--- src/rtl/dct_pkg.sv ---
// Shared DCT datapath package.
// Holds the fixed widths of the 8-term multiply-accumulate path, the
// accumulator type and the product sign-extension helper used by dct_mac8.
// SHIFT and OUT_W stay as module parameters because they differ per
// coefficient row. Everything else is fixed for the whole DCT.
package dct_pkg;

    // Accumulator width. 8 products of at most |255 * -128| = 32640
    // give at most 261120, which fits in 19 signed bits.
    localparam int ACC_W  = 19;
    // Width of the unsigned-8 x signed-8 product.
    localparam int PROD_W = 16;
    // Number of terms summed per coefficient.
    localparam int TERMS  = 8;
    // Width of the term counter (0 .. TERMS-1).
    localparam int CNT_W  = 3;

    // Counter value that identifies the final term of a block.
    localparam logic [CNT_W-1:0] LAST_TERM = 3'd7;

    // Signed accumulator value.
    typedef logic signed [ACC_W-1:0] acc_t;

    // Sign-extend a product to accumulator width.
    function automatic logic [ACC_W-1:0] sext_prod(input logic [PROD_W-1:0] p);
        return {{(ACC_W - PROD_W){p[PROD_W-1]}}, p};
    endfunction

endpackage : dct_pkg

--- src/rtl/dct_round_sat.sv ---
// Round, shift and saturate an 8-term DCT sum into a coefficient.
// Purely combinational.
//   sum  : signed ACC_W-bit full-precision sum
//   coef : signed OUT_W-bit result
// Rounding adds 2^(SHIFT-1) before the arithmetic shift, so halves round
// toward +infinity (e.g. -64 >>> 7 gives 0, -65 gives -1). The result is
// then clamped to the signed OUT_W range. SHIFT must be at least 1.
module dct_round_sat
    import dct_pkg::*;
#(
    parameter int SHIFT = 7,
    parameter int OUT_W = 12
) (
    input  logic [ACC_W-1:0] sum,
    output logic [OUT_W-1:0] coef
);

    // One extra bit of headroom so the rounding bias can never wrap.
    localparam int EXT_W = ACC_W + 1;

    logic signed [EXT_W-1:0] sum_ext_s;
    logic signed [EXT_W-1:0] half_s;
    logic signed [EXT_W-1:0] biased_s;
    logic signed [EXT_W-1:0] shifted_s;
    logic signed [EXT_W-1:0] max_s;
    logic signed [EXT_W-1:0] min_s;

    assign sum_ext_s = {sum[ACC_W-1], sum};
    assign half_s    = EXT_W'(1) << (SHIFT - 1);
    assign biased_s  = sum_ext_s + half_s;
    // biased_s is signed, so >>> replicates the sign bit (floor division).
    assign shifted_s = biased_s >>> SHIFT;

    // Saturation bounds of the signed OUT_W result.
    assign max_s = (EXT_W'(1) << (OUT_W - 1)) - EXT_W'(1);
    assign min_s = -(EXT_W'(1) << (OUT_W - 1));

    // Clamp the shifted value to the representable output range.
    always_comb begin
        coef = shifted_s[OUT_W-1:0];
        if (shifted_s > max_s) begin
            coef = max_s[OUT_W-1:0];
        end else if (shifted_s < min_s) begin
            coef = min_s[OUT_W-1:0];
        end else begin
            coef = shifted_s[OUT_W-1:0];
        end
    end

endmodule : dct_round_sat

--- src/rtl/dct_mac8.sv ---
// Eight-term DCT multiply-accumulate.
// Sums eight signed products per coefficient, then rounds, shifts and
// saturates the sum. The datapath has three parts:
//   - Accumulate : cnt_r/acc_r gather terms 0..7. The 8th term is added
//                  directly into sum_r, which frees the accumulator for the
//                  next block in the very next cycle.
//   - Stage 1    : sum_r holds the finished sum, and s1_valid_r flags it.
//   - Stage 2    : acc_out, coef and coef_valid are registered from sum_r.
// Ports:
//   clk, rst     : clock; synchronous active-high reset with top priority
//   prod_valid   : prod holds a term this cycle
//   prod         : signed 16-bit product
//   sync         : drop any partial sum; a same-cycle product becomes term 0
//   acc_out      : signed 19-bit full-precision sum
//   coef         : rounded, shifted, saturated signed coefficient
//   coef_valid   : one-cycle pulse qualifying acc_out/coef, two cycles after
//                  the 8th term
//   busy         : a partial sum holding 1..7 terms is pending
// A block already in stage 1 or stage 2 is not affected by sync. Reset
// discards everything, including results in flight.
module dct_mac8
    import dct_pkg::*;
#(
    parameter int SHIFT = 7,
    parameter int OUT_W = 12
) (
    input  logic              clk,
    input  logic              rst,
    input  logic              prod_valid,
    input  logic [PROD_W-1:0] prod,
    input  logic              sync,
    output logic [ACC_W-1:0]  acc_out,
    output logic [OUT_W-1:0]  coef,
    output logic              coef_valid,
    output logic              busy
);

    logic [CNT_W-1:0] cnt_r;
    logic [CNT_W-1:0] cnt_nxt_s;
    logic [ACC_W-1:0] acc_r;
    logic [ACC_W-1:0] acc_nxt_s;
    logic [ACC_W-1:0] prod_ext_s;
    logic [ACC_W-1:0] sum_nxt_s;
    logic [ACC_W-1:0] sum_r;
    logic             load_s;
    logic             s1_valid_r;
    logic [OUT_W-1:0] coef_s;

    // Two's-complement addition gives the same bits whether the operands
    // are read as signed or unsigned. No overflow is possible at 19 bits.
    assign prod_ext_s = sext_prod(prod);
    assign sum_nxt_s  = acc_r + prod_ext_s;

    // Next-state logic for the term counter and the accumulator.
    always_comb begin
        acc_nxt_s = acc_r;
        cnt_nxt_s = cnt_r;
        load_s    = 1'b0;
        if (prod_valid) begin
            if (sync || (cnt_r == 3'd0)) begin
                // First term of a block. A sync restarts the count here.
                acc_nxt_s = prod_ext_s;
                cnt_nxt_s = 3'd1;
            end else if (cnt_r == LAST_TERM) begin
                // 8th term: the sum moves to stage 1 and counting restarts.
                acc_nxt_s = {ACC_W{1'b0}};
                cnt_nxt_s = 3'd0;
                load_s    = 1'b1;
            end else begin
                acc_nxt_s = sum_nxt_s;
                cnt_nxt_s = cnt_r + 3'd1;
            end
        end else if (sync) begin
            acc_nxt_s = {ACC_W{1'b0}};
            cnt_nxt_s = 3'd0;
        end else begin
            // Gap between terms: hold the state.
            acc_nxt_s = acc_r;
            cnt_nxt_s = cnt_r;
        end
    end

    // Accumulator, term counter, stage-1 sum register and busy flag.
    always_ff @(posedge clk) begin
        if (rst) begin
            cnt_r      <= 3'd0;
            acc_r      <= {ACC_W{1'b0}};
            sum_r      <= {ACC_W{1'b0}};
            s1_valid_r <= 1'b0;
            busy       <= 1'b0;
        end else begin
            cnt_r      <= cnt_nxt_s;
            acc_r      <= acc_nxt_s;
            s1_valid_r <= load_s;
            // Registering busy from the next count keeps busy equal to
            // (cnt_r != 0) every cycle.
            busy       <= (cnt_nxt_s != 3'd0);
            if (load_s) begin
                sum_r <= sum_nxt_s;
            end else begin
                sum_r <= sum_r;
            end
        end
    end

    dct_round_sat #(
        .SHIFT (SHIFT),
        .OUT_W (OUT_W)
    ) u_round_sat (
        .sum  (sum_r),
        .coef (coef_s)
    );

    // Stage-2 output registers. They hold their values between pulses.
    always_ff @(posedge clk) begin
        if (rst) begin
            acc_out    <= {ACC_W{1'b0}};
            coef       <= {OUT_W{1'b0}};
            coef_valid <= 1'b0;
        end else begin
            coef_valid <= s1_valid_r;
            if (s1_valid_r) begin
                acc_out <= sum_r;
                coef    <= coef_s;
            end else begin
                acc_out <= acc_out;
                coef    <= coef;
            end
        end
    end

endmodule : dct_mac8
--- config.mk ---
export PLATFORM = sky130hd
export DESIGN_NAME = dct_mac8
export DESIGN_NICKNAME = d
export VERILOG_FILES = /design/src/rtl/dct_pkg.sv /design/src/rtl/dct_round_sat.sv /design/src/rtl/dct_mac8.sv
export SDC_FILE = /design/constraint.sdc
export NUM_CORES = 1
export LEC_CHECK = 0
export ABC_AREA = 1
export BUFFER_PORTS_ARGS = -buffer_cell sky130_fd_sc_hd__clkbuf_2
export CAP_MARGIN = 20
export CORE_MARGIN = 3
export CORE_UTILIZATION = 50
export DETAILED_ROUTE_END_ITERATION = 10
export PLACE_DENSITY = 0.8
export REMOVE_ABC_BUFFERS = 1
export SYNTH_ARGS = -nofsm -noshare
export SYNTH_HDL_FRONTEND = slang
export SYNTH_SLANG_ARGS = --single-unit
--- constraint.sdc ---
create_clock -name clk -period 2.4 [get_ports clk]
set_clock_uncertainty 0.05 [all_clocks]
set_input_delay 0.12 -clock clk [delete_from_list [all_inputs] [get_ports clk]]
set_output_delay 0.12 -clock clk [all_outputs]
set_load 0.05 [all_outputs]
==> impl_metrics.json <==
{
  "number_of_enable_flip_flop_cells_after_synthesis": 0,
  "final_layout_size_suffix_gt1_share_pct": 14.8,
  "worst_setup_path_endpoint": "acc_r[16]",
  "fp.dieW_um": 97.7,
  "relSlewSlack_pct": 57.8,
  "timing_hold_violations_final": 0,
  "layout_worst_path_cycle_share_pct": 87.4,
  "final_layout_fill_cell_count": 767,
  "setup.worst_path.end_class": "flop",
  "ys_seq_area_share_pct": 35.7,
  "path_clk_slew_ns": 0.09,
  "final_antenna_net_count": 0,
  "worst_tran_pin_value_ns": 0.633,
  "detailed_place_hpwl_mm": 7.63,
  "synth_top_flop_cell": "sky130_fd_sc_hd__dfxtp_1",
  "clock_latency_ns": 0.35,
  "ios": 53,
  "seqCellArea_um2": 1500,
  "postCtsResizedCells": 0,
  "track_usage_pct": 21.9,
  "grt_start_max_net_pins": 40,
  "synthArstFlopShare_pct": 0,
  "cts_tree": "built",
  "cts.sinks": 75,
  "setup_total_negative_slack_ns": 0,
  "run_status": "finished clean",
  "tritoncts.num_buffers": 9,
  "period_minus_slack_ns": 2.10,
  "timing.reg2reg.setup_slack_ns": 0.30,
  "buffer_ports.inserted": 52,
  "placement_rows": 32,
  "cts.hold.buffers_added": 0,
  "yosysWarningCount": 0,
  "grt_overflow_total": 0,
  "critical_path_required_ns": 2.63,
  "criticalPathCategory": "flop to flop",
  "dr.first_iter.drc_count": 137,
  "largest_vdd_supply_drop_v": 0.000253,
  "maxClockFrequency_mhz": 477,
  "drc": 0,
  "min_path_type": "primary input to flop",
  "rr_worst_depth": 15,
  "grt_first_pass_wirelength_mm": 17.3,
  "cts_max_path_buffers": 2,
  "maximum_capacitance_violations": 0,
  "ctsRootBufferMaster": "sky130_fd_sc_hd__clkbuf_8",
  "worstPathArrival_ns": 2.33,
  "routed_wire_length_per_instance_um": 13.0,
  "via_count": 4077,
  "route.final.wire_length_mm": 10.3,
  "worst_r2r_dst": "acc_r[16]",
  "power_total_mw": 2.68,
  "syn_area_um2": 4200,
  "fp.dieH_um": 97.7,
  "cts_setup_buffers": 0,
  "floorplan.initialDensity_pct": 53.0,
  "rsz0062_at_grt": "no",
  "nNetsFinal": 725,
  "critPathLaunchType": "flop",
  "finalSetupViolations": 0,
  "gp_congestion": 0.881,
  "multi_input_combinational_cell_area_um2": 2330,
  "area_growth_pct": 13.6,
  "final_max_slew_viols": 0,
  "total_leakage_power_nw": 2.35,
  "first_global_vias": 3820,
  "floorplan.die_area_um2": 9540,
  "vias_per_cell": 5.17,
  "grt_antenna_before_repair": 0,
  "antenna-diode-count": 0,
  "crit_fanout": 4,
  "r2r_start": "acc_r[0]",
  "first_pass_iters": 5,
  "p_per_area_nw_per_um2": 561,
  "layout_commonest_cell": "sky130_fd_sc_hd__nand2_1",
  "final_cell_mix": "sky130_fd_sc_hd__nand2_1 (192), sky130_fd_sc_hd__dfxtp_1 (75), sky130_fd_sc_hd__inv_1 (65), sky130_fd_sc_hd__clkbuf_2 (52), sky130_fd_sc_hd__nand3_1 (50)",
  "synth_cell_types": 30,
  "core_area_um2": 7930,
  "h-tree-depth": 3,
  "ys_seq_elements": 75,
  "synth_area_per_cell_um2": 6.66,
  "critPathLaunch": "acc_r[0]",
  "synth_cells": 631
}
[critical path, cell delays in order, from the launching register on]
cell	delay [ns]
sky130_fd_sc_hd__dfxtp_1	0.32
sky130_fd_sc_hd__ha_1	0.23
sky130_fd_sc_hd__fa_1	0.44
sky130_fd_sc_hd__nand2_1	0.08
sky130_fd_sc_hd__inv_1	0.05
sky130_fd_sc_hd__nand2_1	0.05
sky130_fd_sc_hd__nand3_1	0.11
sky130_fd_sc_hd__nand2_1	0.08
sky130_fd_sc_hd__nand2_1	0.09
sky130_fd_sc_hd__nand2_1	0.10
sky130_fd_sc_hd__nand2_1	0.05
sky130_fd_sc_hd__nand2_1	0.07
sky130_fd_sc_hd__nand3_1	0.07
sky130_fd_sc_hd__nand2_1	0.06
sky130_fd_sc_hd__nand2_1	0.04
sky130_fd_sc_hd__a21oi_1	0.13
[worst min-delay path by stage]
| stage | startpoint | end | slack (ns) | depth (start not counted) |
|---|---|---|---|---|
| 5_1_grt | prod[11] | acc_r[11] | 0.08 | 5 |
| 4_1_cts | prod[3] | acc_r[3] | 0.05 | 5 |
| 3_3_place_gp | sum_r[4] | acc_out[4] | 0.39 | 2 |
| 6_report | prod[13] | acc_r[13] | 0.05 | 5 |
| 2_1_floorplan | rst | acc_r[0] | 0.14 | 1 |
| 3_5_place_dp | sum_r[0] | sum_r[0] | 0.40 | 2 |
[sequential cells by signal, indices dropped and copies added, names as in the netlist]
name	flops
acc_out	19
acc_r	19
busy	1
cnt_r	3
coef	12
coef_valid	1
s1_valid_r	1
sum_r	19
[cell usage after synthesis (all sizes together) (3+ instances only)]
cell type	count	share of area [%]
xnor2	4	0.83
clkbuf	19	1.7
dfxtp	75	36
a22o	3	0.63
nor3	4	0.60
nand3	51	6.2
nand2	197	18
ha	22	6.5
a21oi	45	5.6
nand3b	6	1.1
o211ai	11	2.0
inv	78	7.0
xor2	10	2.1
nor2	53	5.2
o21ai	45	5.4
[through the flow]
| stage | cells | util (%) | hold WS, ns | worst slack [ns] | area [um2] |
|---|---|---|---|---|---|
| 6_report | 789 | 60.3 | 0.0541 | 0.301 | 4780 |
| 3_5_place_dp | 773 | 57.7 | 0.399 | 0.306 | 4580 |
| 2_1_floorplan | 610 | - | 0.139 | 0.442 | 4120 |
| 3_3_place_gp | 773 | 57.7 | 0.389 | 0.390 | 4580 |
| 4_1_cts | 789 | 60.3 | 0.0461 | 0.289 | 4780 |
| 5_1_grt | 789 | 60.3 | 0.0750 | 0.0555 | 4780 |
[logic make-up (layout without fill, tap and decap cells)]
logic type / Yosys count / after routing / share of synthesized area (%)
simple gates: 313 / 313 / 31.4
flops: 75 / 75 / 35.7
xor+xnor: 14 / 14 / 2.92
compound gates: 107 / 107 / 14.1
fa+ha+maj: 23 / 23 / 7.02
buf+inv: 99 / 155 / 8.90
[per-layer routing]
metal  GRT usage [%]  vias to the layer above  share of wire [%]
li1                -                     2132                  -
met2            34.7                      111                 45
met5               0                        -                  0
met1            29.1                     1815                 48
met3            4.52                       19                5.9
met4            8.73                        0                1.8
[power by group]
part / switching (mW) / internal (mW)
combinational: 0.260 / 0.137
sequential: 0.0120 / 1.26
clock: 0.520 / 0.486
[final cells by class]
cell class / instances / share of cell area (%)
Clock inverter: 7 / 1.57
Inverter: 78 / 6.13
Timing Repair Buffer: 61 / 6.86
Tap cell: 102 / 2.67
Multi-Input combinational cell: 457 / 48.7
Sequential cell: 75 / 31.4
Clock buffer: 9 / 2.59
(Power assumes the default switching activity.)
